File: src/rtl/bingo_pkg.sv
// Shared board constants, FSM states and the line-to-cell map.
// Cells are numbered row-major 0..24; lines 0-4 are rows, 5-9 columns, 10 main diag, 11 anti-diag.
package bingo_pkg;

  localparam int NUM_W = 5;
  localparam int CELLS = 25;
  localparam int LINES = 12;

  typedef enum logic [2:0] {
    ST_LOAD,
    ST_READY,
    ST_SCAN,
    ST_COUNT,
    ST_DONE,
    ST_WON
  } state_t;

  function automatic logic [4:0] line_cell(input logic [3:0] ln, input logic [2:0] pos);
    int l;
    int p;
    int c;
    l = int'(ln);
    p = int'(pos);
    if (l < 5)       c = l * 5 + p;
    else if (l < 10) c = p * 5 + (l - 5);
    else if (l == 10) c = p * 6;
    else             c = (p + 1) * 4;
    return 5'(c);
  endfunction

endpackage

File: src/rtl/bingo_line_check.sv
// Combinational "line full" test: all five cells of line line_i are circled.
// circle_i is MSB-first, so cell i lives at bit 24-i.
module bingo_line_check
  import bingo_pkg::*;
(
  input  logic [CELLS-1:0] circle_i,
  input  logic [3:0]       line_i,
  output logic             full_o
);

  always_comb begin
    full_o = 1'b1;
    for (int j = 0; j < 5; j++) begin
      full_o = full_o & circle_i[5'd24 - line_cell(line_i, 3'(j))];
    end
  end

endmodule

File: src/rtl/bingo_board_ctrl.sv
// One player's 5x5 board: serial load, serial mark scan, 12-cycle line recount, sticky win.
// Define BINGO_MARK_ERR_EN to flag misses and repeat marks on err alongside mark_done.
module bingo_board_ctrl #(
  parameter int NUM_W     = bingo_pkg::NUM_W,
  parameter int WIN_LINES = 5
) (
  input  logic                 clk,
  input  logic                 rst,
  input  logic                 new_game,
  input  logic                 load_valid,
  input  logic [NUM_W-1:0]     load_num,
  output logic                 load_ready,
  input  logic                 mark_valid,
  input  logic [NUM_W-1:0]     mark_num,
  output logic                 mark_ready,
  output logic [25*NUM_W-1:0]  map,
  output logic [24:0]          circle,
  output logic [3:0]           line_count,
  output logic                 win,
  output logic                 busy,
  output logic                 mark_done,
  output logic                 mark_hit,
  output logic                 err
);

  import bingo_pkg::*;

  state_t           state_q, state_d;
  logic [4:0]       idx_q;
  logic [NUM_W-1:0] cell_q [CELLS];
  logic [NUM_W-1:0] num_q;
  logic [CELLS-1:0] circle_q;
  logic             hit_q;
  logic [3:0]       line_q;
  logic [3:0]       acc_q;
  logic [3:0]       line_count_q;
  logic             win_q;
  logic             match;
  logic             line_full;
  logic [3:0]       acc_next;

  assign match    = (cell_q[idx_q] == num_q);
  assign acc_next = acc_q + {3'b000, line_full};

  bingo_line_check u_line_check (
    .circle_i (circle_q),
    .line_i   (line_q),
    .full_o   (line_full)
  );

  always_ff @(posedge clk or posedge rst) begin
    if (rst) state_q <= ST_LOAD;
    else     state_q <= state_d;
  end

  always_comb begin
    state_d = state_q;
    if (new_game) begin
      state_d = ST_LOAD;
    end else begin
      case (state_q)
        ST_LOAD:  if (load_valid && idx_q == 5'd24) state_d = ST_READY;
        ST_READY: if (mark_valid) state_d = ST_SCAN;
        ST_SCAN: begin
          if (match)               state_d = ST_COUNT;
          else if (idx_q == 5'd24) state_d = ST_DONE;
        end
        ST_COUNT: if (line_q == 4'd11) state_d = ST_DONE;
        ST_DONE:  state_d = win_q ? ST_WON : ST_READY;
        ST_WON:   state_d = ST_WON;
        default:  state_d = ST_LOAD;
      endcase
    end
  end

  // The map survives new_game; only rst clears it.
  always_ff @(posedge clk or posedge rst) begin
    if (rst) begin
      for (int i = 0; i < CELLS; i++) cell_q[i] <= '0;
      idx_q        <= '0;
      num_q        <= '0;
      circle_q     <= '0;
      hit_q        <= 1'b0;
      line_q       <= '0;
      acc_q        <= '0;
      line_count_q <= '0;
      win_q        <= 1'b0;
    end else if (new_game) begin
      idx_q        <= '0;
      circle_q     <= '0;
      hit_q        <= 1'b0;
      line_count_q <= '0;
      win_q        <= 1'b0;
    end else begin
      case (state_q)
        ST_LOAD: begin
          if (load_valid) begin
            cell_q[idx_q] <= load_num;
            idx_q         <= (idx_q == 5'd24) ? 5'd0 : idx_q + 5'd1;
          end
        end
        ST_READY: begin
          if (mark_valid) begin
            num_q <= mark_num;
            idx_q <= '0;
            hit_q <= 1'b0;
          end
        end
        ST_SCAN: begin
          if (match) begin
            circle_q[5'd24 - idx_q] <= 1'b1;
            hit_q                   <= 1'b1;
            line_q                  <= '0;
            acc_q                   <= '0;
          end else if (idx_q != 5'd24) begin
            idx_q <= idx_q + 5'd1;
          end
        end
        ST_COUNT: begin
          acc_q  <= acc_next;
          line_q <= line_q + 4'd1;
          if (line_q == 4'd11) begin
            line_count_q <= acc_next;
            win_q        <= win_q | (int'(acc_next) >= WIN_LINES);
          end
        end
        default: ;
      endcase
    end
  end

`ifdef BINGO_MARK_ERR_EN
  logic err_q;

  always_ff @(posedge clk or posedge rst) begin
    if (rst) begin
      err_q <= 1'b0;
    end else if (new_game) begin
      err_q <= 1'b0;
    end else if (state_q == ST_READY && mark_valid) begin
      err_q <= 1'b0;
    end else if (state_q == ST_SCAN) begin
      if (match)               err_q <= circle_q[5'd24 - idx_q];
      else if (idx_q == 5'd24) err_q <= 1'b1;
    end
  end
`endif

  always_comb begin
    load_ready = (state_q == ST_LOAD);
    mark_ready = (state_q == ST_READY);
    busy       = (state_q == ST_SCAN) || (state_q == ST_COUNT) || (state_q == ST_DONE);
    mark_done  = (state_q == ST_DONE);
    mark_hit   = mark_done & hit_q;
`ifdef BINGO_MARK_ERR_EN
    err        = mark_done & err_q;
`else
    err        = 1'b0;
`endif
  end

  always_comb begin
    map = '0;
    for (int i = 0; i < CELLS; i++) begin
      map[25*NUM_W-1-NUM_W*i -: NUM_W] = cell_q[i];
    end
  end

  assign circle     = circle_q;
  assign line_count = line_count_q;
  assign win        = win_q;

endmodule
File: config.mk
export PLATFORM = sky130hd
export DESIGN_NAME = bingo_board_ctrl
export DESIGN_NICKNAME = d
export VERILOG_FILES = /design/src/rtl/bingo_pkg.sv /design/src/rtl/bingo_line_check.sv /design/src/rtl/bingo_board_ctrl.sv
export SDC_FILE = /design/constraint.sdc
export NUM_CORES = 1
export LEC_CHECK = 0
export CAP_MARGIN = 20
export CORE_MARGIN = 4
export CORE_UTILIZATION = 44
export CTS_CLUSTER_DIAMETER = 50
export CTS_CLUSTER_SIZE = 8
export DETAILED_ROUTE_END_ITERATION = 12
export GPL_TIMING_DRIVEN = 0
export PLACE_DENSITY = 0.77
export SLEW_MARGIN = 5
export SYNTH_ARGS = -nofsm -noshare
export SYNTH_HDL_FRONTEND = slang
export SYNTH_SLANG_ARGS = --single-unit
File: constraint.sdc
create_clock -name clk -period 9.5 [get_ports clk]
set_clock_uncertainty 0.05 [all_clocks]
set_input_delay 1.425 -clock clk [delete_from_list [all_inputs] [get_ports clk]]
set_output_delay 1.425 -clock clk [all_outputs]
set_load 0.02 [all_outputs]
==> results of run 1 <==
## sequential cells by signal, summed over array words and instances (netlist names)
name	count
idx_q	5
acc_q	4
line_count	4
num_q	5
hit_q	1
state_q	3
win	1
line_q	4
map	125
circle	25
## layout by cell type (no fill, tap or decap), drive strengths merged, types with 8 or more instances in the layout
| cell type | count |
|---|---|
| mux4 | 28 |
| nand2 | 73 |
| nand3 | 18 |
| o21ai | 17 |
| clkdlybuf4s50 | 174 |
| a21oi | 34 |
| nor2b | 11 |
| xnor2 | 21 |
| inv | 23 |
| dfrtp | 177 |
| a31oi | 20 |
| mux2i | 57 |
| a211oi | 10 |
| clkbuf | 61 |
| xor2 | 17 |
| ha | 28 |
| nor2 | 61 |
| mux2 | 141 |
| and2 | 10 |
| buf | 28 |
| nor3 | 16 |
| nand2b | 8 |
## logic make-up (layout without fill, tap and decap cells)
| group | after synthesis | after routing | synth area share |
|---|---|---|---|
| AND/OR/NAND/NOR | 247 | 247 | 0.1181 |
| XOR/XNOR | 39 | 39 | 0.03330 |
| multiplexers | 226 | 226 | 0.2605 |
| flip-flops | 177 | 177 | 0.4136 |
| buffers and inverters | 89 | 297 | 0.03692 |
| adder cells (fa/ha/maj) | 28 | 28 | 0.03272 |
| other | 1 | 1 | 0.0003502 |
| AO/OA/AOI/OAI | 158 | 158 | 0.1045 |
## power groups by stage
stage | clock network [uW] | registers (uW) | logic [uW]
after global routing | 739 | 928 | 1260
after global placement | 0 | 927 | 1140
final | 702 | 918 | 1160
after floorplan | 0 | 994 | 708
after detailed placement | 0 | 927 | 1150
after CTS | 703 | 917 | 1160
## worst max-delay path, stage by stage (launching register included)
cell and delay, ns:
dfrtp_1 0.45, clkbuf_1 0.21, clkbuf_1 0.29, inv_1 0.26
ha_1 0.32, nor4b_1 0.11, nor3_1 0.85, clkbuf_1 0.51
ha_1 0.29, a21oi_1 0.05, a211oi_1 0.38, clkbuf_1 0.46
mux4_2 0.30, nor3_1 0.04, a211o_1 0.24, a22o_1 0.23
nor3_1 0.41, ha_1 0.26, ha_1 0.20, xor2_1 0.22
o21ai_0 0.12, nand2_1 0.08, a21oi_1 0.06, nor2_1 0.12
## cell type report
class,instances,area [um2],area share
buffer,69,320.3,0.02377
timing repair buffer,176,1774,0.1317
multi-input combinational,699,5883,0.4367
sequential,177,4429,0.3288
clock inverter,14,155.1,0.01152
clock buffer,18,429.2,0.03185
inverter,20,82.58,0.006129
tap,319,399.1,0.02962
## metrics by stage
stage	instances	setup slack (ns)	hold WS, ns	power (uW)	instance area (um2)
6_report	1492	2.905	0.4794	2784	13470
5_1_grt	1492	2.326	0.5004	2923	13470
4_1_cts	1491	2.870	0.4827	2781	13470
3_5_place_dp	1459	2.887	0.4662	2079	12880
3_3_place_gp	1458	0.9765	0.4565	2068	12850
2_1_floorplan	965	3.223	0.4329	1702	10710
## metal layers
metal / vias to the layer above / global-route usage
li1: 3940 / -
met1: 4487 / 0.3213
met2: 379 / 0.4042
met3: 72 / 0.06926
met4: 0 / 0.09226
met5: - / 0
## worst max path at each step
stage / to / slack (ns)
after floorplan: acc_q[0] / 3.22
after global placement: map[35] / 0.98
after detailed placement: win / 2.89
after CTS: win / 2.87
after global routing: win / 2.33
final: win / 2.91
==> flow_summary.json, run 1 <==
{
  "drt_iter0_drc": 724,
  "grt_overflow": 0,
  "cellLeakagePower_uw": 0.005871,
  "numPortBuffers": 174,
  "reg2reg_setup_slack_ns": 2.91,
  "period_minus_slack_ns": 6.595,
  "die_w_um": 164,
  "endpoint_kind": "flip-flop",
  "grt_antenna_before_repair": 0,
  "hold_buffers": 0,
  "dr_wl_met2_um": 15860,
  "cts.sinks": 177,
  "hold_class": "flip-flop to flip-flop",
  "hp-start": "line_count[0]",
  "slew_headroom": 0.3160,
  "via_per_inst": 5.950,
  "crit_fanout": 11,
  "met1_length_um": 13590,
  "syn_area_per_cell_um2": 11.10,
  "rsz0062_at_grt": "false",
  "status": "complete, no violations",
  "p_int_uw": 1742,
  "die_area_um2": 26900,
  "rr_endpoint": "win",
  "cap_violations": 0,
  "finalSetupViolCount": 0,
  "cp.arrival_ns": 6.92,
  "ys.flop_type": "dfrtp_1",
  "wire_per_inst_um": 22.21,
  "async_flop_share": 1.000,
  "syn_nets": 1008,
  "dr.pass1.iters": 5,
  "row_count": 56,
  "netlist.top_cell.by_area": "dfrtp_1",
  "num_antenna_cells": 0,
  "synth.area.top_cells": "dfrtp_1 (41%), mux2_2 (15%), mux4_2 (5.9%)",
  "topRoutingLayerUsed": "met4",
  "place_congestion": 0.9209,
  "areaGrowthSynthToFinish_pct": 25.82,
  "seq_power_share": 0.330,
  "synth_warnings": 0,
  "grt_pass1_wl_um": 51530,
  "r2r_start": "line_q[1]",
  "synth_commonest_cells": "dfrtp_1 (177), mux2_2 (140), nand2_1 (73)",
  "drive_gt1_frac": 0.2003,
  "post_cts_resized": 0,
  "core_area_um2": 23680,
  "start_util": 0.4521,
  "clockRootBuffer": "clkbuf_16",
  "ir_drop_mv": 0.1825,
  "clkPwrFrac": 0.252,
  "grt_start_max_net_pins": 112,
  "cts.clk_slew.worst_paths_ns": 0.06,
  "pwr-share-comb": 0.418,
  "post_cts_buffers": 0,
  "synth_seq_cells": 177,
  "met3_length_um": 2612,
  "p_per_area_nw_per_um2": 206.6,
  "grt_usage": 0.2496,
  "synthCells": 965,
  "critical_path_class": "flip-flop to flip-flop",
  "die_y_um": 164,
  "hold_violations": 0,
  "crit_start": "line_q[1]",
  "clk-insertion-delay-late_ns": 0.45,
  "post-dp-hpwl_um": 24510,
  "synth_top_cell_area_share": 0.4136,
  "numCtsBuffers": 17,
  "post-route-drc-count": 0,
  "fin_util": 0.5689,
  "switchingPower_uw": 1042,
  "drv_slew": 0,
  "fin_crit_sh": 0.6942,
  "cp-start-kind": "flip-flop",
  "fmax_mhz": 151.6,
  "hold_path_end": "line_count[0]",
  "seq_area_frac_synth": 0.4136,
  "fillers": 2021,
  "nNetsFinal": 1203,
  "crit_required_ns": 9.82,
  "synth_edf_count": 0,
  "wirelength_um": 33130,
  "sw_frac_of_total": 0.3744,
  "ant_nets": 0,
  "reg2reg_depth": 23,
  "cts.path.max_buffers": 2,
  "grt_pass1_vias": 8995,
  "syn-cell-area_um2": 10710,
  "fin_tns_setup_ns": 0,
  "hold_depth": 2,
  "synth.most_common_cell": "dfrtp_1",
  "worst_pin_slew_ns": 1.018,
  "num_vias": 8878,
  "cts_tree": "built",
  "io_pins": 176,
  "cts_max_level": 4,
  "synth.distinct_cells": 81
}
Power figures use the tool's default switching activity.
==> run 2: changes to the inputs <==
==> constraint.sdc (replaced) <==
create_clock -name clk -period 6.9 [get_ports clk]
set_clock_uncertainty 0.05 [all_clocks]
set_input_delay 1.035 -clock clk [delete_from_list [all_inputs] [get_ports clk]]
set_output_delay 1.035 -clock clk [all_outputs]
set_load 0.02 [all_outputs]
==> run 2 against run 1 <==
Design area grew 0.10%. Wire length about the same. Flip-flop and latch count did not move. Sequential share of layout area about the same. Non-clock buffer count did not move. Hold slack hardly changed. Global-route usage did not move. Combinational power is 38% higher. Critical path depth shrank 1. Critical endpoint unchanged. Largest power group unchanged. Highest routed layer unchanged.
==> flow_summary.json, run 2 (same netlist as run 1, synthesis figures left out) <==
{
  "numPortBuffers": 174,
  "cp-start-kind": "flip-flop",
  "cap_violations": 0,
  "start_util": 0.4521,
  "finalSetupViolCount": 0,
  "drive_gt1_frac": 0.2029,
  "core_area_um2": 23680,
  "crit_required_ns": 7.22,
  "io_pins": 176,
  "mostFrequentLayoutCells": "dfrtp_1 (177), clkdlybuf4s50_1 (174), mux2_2 (140)",
  "fin_crit_sh": 0.9172,
  "fin_ws_ns": 0.5714,
  "post-dp-hpwl_um": 24510,
  "rsz0062_at_grt": "false",
  "crit_fanout": 10,
  "reg2reg_depth": 22,
  "via_per_inst": 5.949,
  "cts.clk_slew.worst_paths_ns": 0.06,
  "post_cts_buffers": 0,
  "critical-path-top-delay-family": "buffers and inverters",
  "endpoint_kind": "flip-flop",
  "clk-insertion-delay-late_ns": 0.45,
  "rr_endpoint": "win",
  "status": "complete, no violations",
  "cts.path.max_buffers": 2,
  "critPathSlowestCell": "mux4_2",
  "post-route-drc-count": 0,
  "cp_cell_sequence": "buf_2 -> buf_1 -> inv_1 -> ha_1 -> clkbuf_1 -> nor2_1 -> a32oi_1 -> nand2_1 -> ha_1 -> xnor2_1 -> mux4_2 -> mux4_2 -> a211oi_1 -> o211ai_1 -> nor3_1 -> ha_1 -> ha_1 -> xor2_1 -> o21ai_0 -> nand2_1 -> a21oi_1 -> nor2_1",
  "grt_pass1_vias": 8995,
  "hp-start": "line_count[0]",
  "reg2reg_setup_slack_ns": 0.57,
  "critical_path_class": "flip-flop to flip-flop",
  "r2r_start": "line_q[0]",
  "grt_overflow": 0,
  "ir_drop_mv": 0.2506,
  "ant_nets": 0,
  "grt_start_max_net_pins": 112,
  "hold_path_end": "line_count[0]",
  "largest_reg_flops": 125,
  "max_stage_delay_ns": 0.58,
  "hold_class": "flip-flop to flip-flop",
  "cp_common_cell": "ha_1",
  "worst_pin_slew_ns": 0.8039,
  "die_w_um": 164,
  "cts_tree": "built",
  "die_y_um": 164,
  "grt_antenna_before_repair": 0,
  "wire_per_inst_um": 22.18,
  "num_vias": 8876,
  "period_minus_slack_ns": 6.329,
  "cts_max_level": 4,
  "cp.arrival_ns": 6.65,
  "nNetsFinal": 1203,
  "final_common_cell": "dfrtp_1",
  "slew_headroom": 0.4599,
  "pre_cts_ws_ns": 0.2872,
  "hold_violations": 0,
  "fin_tns_setup_ns": 0,
  "cp_num_buf_inv": 4,
  "dr.pass1.iters": 5,
  "die_area_um2": 26900,
  "num_antenna_cells": 0,
  "drv_slew": 0,
  "cts.sinks": 177,
  "cellLeakagePower_uw": 0.005879,
  "p_per_area_nw_per_um2": 284.4,
  "numCtsBuffers": 17,
  "areaGrowthSynthToFinish_pct": 25.95,
  "grt_pass1_wl_um": 51530,
  "drt_iter0_drc": 704,
  "grt_usage": 0.2496,
  "fmax_mhz": 158.0,
  "place_congestion": 0.9209,
  "row_count": 56,
  "hold_depth": 2,
  "clockRootBuffer": "clkbuf_16",
  "wirelength_um": 33100
}
[run 2: how the worst max path moves through the flow]
| stage | from | endpoint | slack [ns] | depth (start not counted) |
|---|---|---|---|---|
| final | line_q[0] | win | 0.57 | 22 |
| after global routing | line_q[1] | win | 0.03 | 23 |
| after CTS | line_q[1] | win | 0.27 | 23 |
| after detailed placement | line_q[1] | win | 0.29 | 23 |
| after global placement | rst | map[35] | -1.23 | 2 |
| after floorplan | rst | acc_q[0] | 1.01 | 1 |
[run 2: worst min-delay path, cell delays in order, from the launching register on]
cell and delay [ns]:
dfrtp_1 0.34, mux2i_1 0.07, nor2_1 0.08
[run 2: metrics by stage]
stage | hold slack, ns | cells | total power, uW | area (um2) | utilization
after detailed placement | 0.4662 | 1459 | 2863 | 12880 | 0.5440
final | 0.4794 | 1492 | 3835 | 13490 | 0.5695
after CTS | 0.4827 | 1491 | 3828 | 13470 | 0.5687
after floorplan | 0.4329 | 965 | 2344 | 10710 | -
after global routing | 0.5004 | 1492 | 4027 | 13490 | 0.5695
after global placement | 0.4565 | 1458 | 2847 | 12850 | 0.5425
[run 2: area by class of cell]
type	instances	area, um2
fillers	2020	10200
multi-input cells	699	5896
flip-flops and latches	177	4429
repair buffers	176	1774
clock buffers	18	429.2
well taps	319	399.1
plain buffers	69	321.6
clock inverters	14	155.1
inverters	20	82.58
[run 2: routing by layer]
layer	track usage	part of all wire
met1	0.3213	0.41
met5	0	0
met4	0.09226	0.032
met2	0.4042	0.48
met3	0.06926	0.074
[run 2: where the power goes]
group          switching [uW]  leakage [uW]  total (uW)  internal, uW
Combinational             895       0.00318        1600           709
Sequential                111       0.00242        1260          1150
Clock                     429      0.000281         966           537
Total                    1440       0.00588        3840          2400
[run 2: what timing repair did]
item | 4_1_cts | 5_1_grt
hold buffers | 0 | 0
gates resized for setup | 0 | 4
setup endpoints to repair | 0 | 2
